`src/rtl/rf_writeback_ctrl.sv`:
```
// Register-file write-port arbiter: core writebacks win, accelerator results queue in a small FIFO.
// Optional macro WB_STALL_CNT_EN adds a saturating stall_cycles counter output.
module rf_writeback_ctrl #(
  parameter int FIFO_DEPTH = 4,
  parameter int DATA_W     = 32,
  parameter int ADDR_W     = 5
) (
  input  logic                          clock,
  input  logic                          reset,
  input  logic                          core_wb_valid,
  input  logic [ADDR_W-1:0]             core_wb_rd,
  input  logic [DATA_W-1:0]             core_wb_data,
  input  logic                          acc_wb_valid,
  output logic                          acc_wb_ready,
  input  logic [ADDR_W-1:0]             acc_wb_rd,
  input  logic [DATA_W-1:0]             acc_wb_data,
  output logic                          regwrite,
  output logic [ADDR_W-1:0]             write_reg,
  output logic [DATA_W-1:0]             write_data,
  output logic [31:0]                   pending_mask,
  output logic [$clog2(FIFO_DEPTH):0]   fifo_count
`ifdef WB_STALL_CNT_EN
  ,
  output logic [15:0]                   stall_cycles
`endif
);

  localparam int PTR_W = $clog2(FIFO_DEPTH);
  localparam int CNT_W = PTR_W + 1;

  logic [ADDR_W-1:0]     r_rd   [FIFO_DEPTH];
  logic [DATA_W-1:0]     r_data [FIFO_DEPTH];
  logic [FIFO_DEPTH-1:0] r_valid;
  logic [PTR_W-1:0]      r_wr_ptr;
  logic [PTR_W-1:0]      r_rd_ptr;
  logic [CNT_W-1:0]      r_count;

  logic                  r_regwrite;
  logic [ADDR_W-1:0]     r_write_reg;
  logic [DATA_W-1:0]     r_write_data;

  logic                  w_core_wr;
  logic                  w_full;
  logic                  w_empty;
  logic                  w_push;
  logic                  w_pop;
  logic                  w_head_valid;
  logic                  w_acc_wr;
  logic [31:0]           w_entry_mask [FIFO_DEPTH];
  logic [31:0]           w_pending;

  assign w_core_wr    = core_wb_valid && (core_wb_rd != '0);
  assign w_full       = (r_count == CNT_W'(FIFO_DEPTH));
  assign w_empty      = (r_count == '0);
  assign w_push       = acc_wb_valid && !w_full;
  assign w_head_valid = r_valid[r_rd_ptr];
  // A squashed/x0 head is discarded even while the core owns the port.
  assign w_pop        = !w_empty && (!w_head_valid || !w_core_wr);
  assign w_acc_wr     = !w_empty && w_head_valid && !w_core_wr;

  assign acc_wb_ready = !w_full;
  assign regwrite     = r_regwrite;
  assign write_reg    = r_write_reg;
  assign write_data   = r_write_data;
  assign fifo_count   = r_count;
  assign pending_mask = w_pending;

  always_ff @(posedge clock) begin
    if (reset) begin
      r_wr_ptr <= '0;
      r_rd_ptr <= '0;
      r_count  <= '0;
    end else begin
      if (w_push) r_wr_ptr <= r_wr_ptr + 1'b1;
      if (w_pop)  r_rd_ptr <= r_rd_ptr + 1'b1;
      if (w_push && !w_pop)      r_count <= r_count + 1'b1;
      else if (!w_push && w_pop) r_count <= r_count - 1'b1;
    end
  end

  // Push and pop never target the same slot: they coincide only when empty or full.
  always_ff @(posedge clock) begin
    if (reset) begin
      r_valid <= '0;
    end else begin
      for (int i = 0; i < FIFO_DEPTH; i++) begin
        if (w_push && (r_wr_ptr == PTR_W'(i)))
          r_valid[i] <= (acc_wb_rd != '0);
        else if (w_pop && (r_rd_ptr == PTR_W'(i)))
          r_valid[i] <= 1'b0;
        else if (w_core_wr && (r_rd[i] == core_wb_rd))
          r_valid[i] <= 1'b0;
      end
    end
  end

  always_ff @(posedge clock) begin
    if (w_push) begin
      r_rd[r_wr_ptr]   <= acc_wb_rd;
      r_data[r_wr_ptr] <= acc_wb_data;
    end
  end

  always_ff @(posedge clock) begin
    if (reset) begin
      r_regwrite   <= 1'b0;
      r_write_reg  <= '0;
      r_write_data <= '0;
    end else begin
      r_regwrite <= w_core_wr || w_acc_wr;
      if (w_core_wr) begin
        r_write_reg  <= core_wb_rd;
        r_write_data <= core_wb_data;
      end else if (w_acc_wr) begin
        r_write_reg  <= r_rd[r_rd_ptr];
        r_write_data <= r_data[r_rd_ptr];
      end
    end
  end

  genvar gi;
  generate
    for (gi = 0; gi < FIFO_DEPTH; gi++) begin : g_entry_mask
      assign w_entry_mask[gi] = r_valid[gi] ? (32'd1 << r_rd[gi]) : 32'd0;
    end
  endgenerate

  always_comb begin
    w_pending = '0;
    for (int i = 0; i < FIFO_DEPTH; i++)
      w_pending = w_pending | w_entry_mask[i];
  end

`ifdef WB_STALL_CNT_EN
  logic [15:0] r_stall_cycles;

  always_ff @(posedge clock) begin
    if (reset)
      r_stall_cycles <= '0;
    else if (!w_empty && w_head_valid && w_core_wr && (r_stall_cycles != 16'hFFFF))
      r_stall_cycles <= r_stall_cycles + 16'd1;
  end

  assign stall_cycles = r_stall_cycles;
`endif

endmodule

```
`config.mk`:
```
export PLATFORM = sky130hd
export DESIGN_NAME = rf_writeback_ctrl
export DESIGN_NICKNAME = d
export VERILOG_FILES = /design/src/rtl/rf_writeback_ctrl.sv
export SDC_FILE = /design/constraint.sdc
export NUM_CORES = 1
export LEC_CHECK = 0
export CAP_MARGIN = 20
export CORE_ASPECT_RATIO = 1.5
export CORE_UTILIZATION = 35
export CTS_CLUSTER_SIZE = 12
export DETAILED_ROUTE_END_ITERATION = 8
export GPL_TIMING_DRIVEN = 0
export SYNTH_ARGS = -nofsm -noshare
export SYNTH_HDL_FRONTEND = slang
export SYNTH_SLANG_ARGS = --single-unit
```
`constraint.sdc`:
```
create_clock -name clock -period 2.8 [get_ports clock]
set_input_delay 0.56 -clock clock [delete_from_list [all_inputs] [get_ports clock]]
set_output_delay 0.56 -clock clock [all_outputs]
set_load 0.02 [all_outputs]
```
==> out/qor.yml <==
synthesis:
  synth.net_count: 803
  synth-edff-count: 148
  ys_warn_count: 0
  post_synth.cell_area_avg_um2: 13.1
  ys_async_sr_fraction_pct: 0
  most_used_flip_flop_cell_after_synthesis: "sky130_fd_sc_hd__edfxtp_1"
  ys_seq_elements: 199
  synth_seq_area_share_pct: 58.4
  yosysUniqueCellTypes: 54
  synth.cell_area_um2: 9360
  post_synth_inst_count: 715
global_routing:
  grtUsageMet2_pct: 38.7
  met3_usage_pct: 3.86
  wire_length_of_the_first_global_routing_pass_mm: 43.0
  grt_util_met1_pct: 24.0
  grt_pass1_vias: 7024
  grt-busiest-layer: "met2"
  antenna_violations_before_repair: 1
  grt_util_all_layers_pct: 21.7
  grt_overflow_total: 0
  largest_net_degree_at_the_start_of_global_routing: 26
layout:
  mostFrequentLayoutCells: "148 x sky130_fd_sc_hd__edfxtp_1, 115 x sky130_fd_sc_hd__clkdlybuf4s50_1, 62 x sky130_fd_sc_hd__nor2_1, 50 x sky130_fd_sc_hd__dfxtp_1, 48 x sky130_fd_sc_hd__nor3_1"
  area_added_between_synthesis_and_finish_pct: 31.3
  max_flop_register: "r_data"
  drive_above_1_share_pct: 24.4
  num_antenna_cells: 0
  final_util_pct: 47.2
  largest_reg_flops: 128
  finalNonFillerCells: 1252
  final_net_count: 994
  most_common_library_cell_in_the_layout_ignoring_fill_and_taps: "sky130_fd_sc_hd__edfxtp_1"
route:
  dr.first_iter.drc_count: 442
  number_of_nets_with_antenna_violations_after_routing: 0
  drc: 0
  detailedRoute.firstPassIterationCount: 5
  detail_route.wirelength_mm: 28.3
  vias_per_cell: 5.47
  routed-via-count: 6853
  routedWlPerCell_um: 22.6
sta:
  timing.final.crit_share_pct: 98.5
  max-slew-margin-rel_pct: 43.0
  setup-violations-final: 0
  setup_repair_after_global_routing_missed_its_margin: "true"
  timing.clock.skew_ns: 0.0115
  fin_crit_ns: 2.76
  hold_viol: 0
  hold_ws_ns: 0.492
  max_slew.worst_pin.slew_ns: 0.855
  timing_max_transition_violations_final: 0
  max_clock_freq_ghz: 0.363
  layout_setup_ws_ns: 0.0433
run_status:
  status: "complete, no violations"
floorplanning:
  rows: 72
  die_area_um2: 27400
  core_um2: 26000
  die_x_extent_um: 136
  pin_count: 152
  initial_cell_density_of_the_core_pct: 35.9
  die_height_um: 202
power_and_ir_drop:
  cellPowerDensity_nw_per_um2: 722
  combPwrFrac_pct: 29.6
  cellLeakagePower_uw: 0.00407
  p_int_uw: 6200
  switchingPower_uw: 2670
  seq_power_share_pct: 42.0
  p_total_uw: 8870
  power_frac_clock_pct: 28.4
  power.share.switching_pct: 30.1
  max-vdd-ir-drop_mv: 0.475
clock_network:
  clkTransAtPathRegs_ns: 0.07
  cts_max_level: 4
  clock_insertion_delay_worst_skew_ns: 0.44
  cts_tree: "yes"
  numCtsBuffers: 17
  cts-root-buf: "sky130_fd_sc_hd__clkbuf_16"
  longest_clk_path_bufs: 2
  cts_num_sinks: 199
worst_setup_path:
  worst_path_largest_cell_delay_ns: 0.47
  critPathTopFamily: "buffers and inverters"
  cp_data_arrival_time_ns: 2.20
  worst_ep_required_time_ns: 2.24
  critical_path_peak_fanout: 5
  critical_path_startpoint_category: "flip-flop"
  setup.worst_path.class: "reg -> out"
  critical_path.cell_chain: "nand4b_1 > buf_4 > o22ai_1 > a221o_1 > clkdlybuf4s15_1"
  timing.critical_path.slowest_stage_cell: "sky130_fd_sc_hd__edfxtp_1"
  cp-end-kind: "output pin"
  worst-path-buf-inv: 2
run:
  drv.max_cap_violation_count: 0
place:
  dpl.cell_count: 1198
  finalWeightedCongestion: 0.970
  dp_hpwl_mm: 20.6
  buffer_ports.inserted: 146
  worst_setup_slack_post_dpl_ns: -0.363
worst_hold_path:
  hold_path_class: "reg -> reg"
## worst register-to-register path: stages (launching register included)
cell                       delay (ns)
sky130_fd_sc_hd__dfxtp_1         0.35
sky130_fd_sc_hd__or3_1           0.41
sky130_fd_sc_hd__clkbuf_1        0.20
sky130_fd_sc_hd__inv_1           0.17
sky130_fd_sc_hd__nor2_1          0.08
sky130_fd_sc_hd__inv_1           0.06
sky130_fd_sc_hd__ha_1            0.16
sky130_fd_sc_hd__inv_1           0.06
sky130_fd_sc_hd__fa_1            0.37
sky130_fd_sc_hd__xor2_1          0.16
sky130_fd_sc_hd__or3_1           0.30
sky130_fd_sc_hd__a21oi_1         0.13
## cell type report
cell class                 instances  area [um2]
multi-input combinational        450        3730
clock inverter                    11         146
tap                              333         417
inverter                           8        30.0
clock buffer                      21         460
buffer                            45         265
sequential                       199        5470
timing repair buffer             185        1770
fill                            2372       13700
## stage by stage
step,setup TNS (ns),instance area [um2]
after floorplan,0,9360
after global placement,-138.38,11200
after detailed placement,-4.63,11300
after CTS,0,12300
after global routing,-0.0555,12300
final,0,12300
## layer usage
layer / wire [um] / vias to the layer above
met2: 15100 / 237
met1: 10700 / 3390
li1: - / 3139
met5: 13 / -
met4: 1380 / 2
met3: 1130 / 85
## cell usage after synthesis (all sizes together) (2+ instances only)
master | count | area share [%]
o221ai | 5 | 0.47
ha | 9 | 1.2
o211ai | 9 | 0.72
or3 | 5 | 0.33
inv | 8 | 0.32
mux4 | 38 | 9.1
o41ai | 4 | 0.37
nand3 | 13 | 0.70
o21ai | 6 | 0.36
o311ai | 2 | 0.19
a311oi | 5 | 0.53
edfxtp | 148 | 47
or2 | 4 | 0.27
a22oi | 10 | 0.80
xnor2 | 13 | 1.2
nor2b | 11 | 0.74
a2bb2oi | 2 | 0.19
buf | 27 | 2.0
nor3b | 2 | 0.16
dfxtp | 51 | 11
nor4 | 36 | 3.7
nand4b | 3 | 0.28
xor2 | 10 | 0.94
nand2 | 45 | 1.8
clkbuf | 31 | 1.2
a32oi | 10 | 0.94
nand2b | 19 | 1.3
mux2i | 2 | 0.21
nor2 | 73 | 2.9
a221oi | 2 | 0.19
a21oi | 6 | 0.32
nor3 | 70 | 4.8
o32ai | 2 | 0.19
o22ai | 9 | 0.60
a221o | 10 | 1.1
and2 | 7 | 0.47
## power by group through the flow
stage	Sequential, uW	Combinational [uW]	Clock [uW]
detailed placement	3760	2630	0
global route	3770	2830	2650
global placement	3770	2570	0
finish	3730	2630	2520
floorplan	3840	1640	0
CTS	3730	2650	2570
## what timing repair did
item	CTS	global route
buffers inserted	29	6
cloned	0	0
setup endpoints to repair	32	20
pin swaps	0	1
gates resized for setup	82	35
hold buffers	0	0
## path summary, 6_finish.rpt
check / start / endpoint / slack, ns / depth (start not counted)
worst max-delay path: r_rd[2][2] / pending_mask[27] / 0.04 / 5
worst max register to register: fifo_count[2] / fifo_count[2] / 0.28 / 11
worst min register to register: write_reg[0] / write_reg[0] / 0.49 / 2
worst min-delay path: write_reg[0] / write_reg[0] / 0.49 / 2
## cells by family after synthesis
logic type	count (synthesis)	share of synthesized area [%]
and+or+nand+nor	291	17.7
DFF	199	58.4
AOI/OAI and AO/OA	86	7.39
buffers and inverters	66	3.61
muxes	40	9.36
xor gates and xnor gates	23	2.15
adders and majority gates	10	1.42
Power figures use the tool's default switching activity.
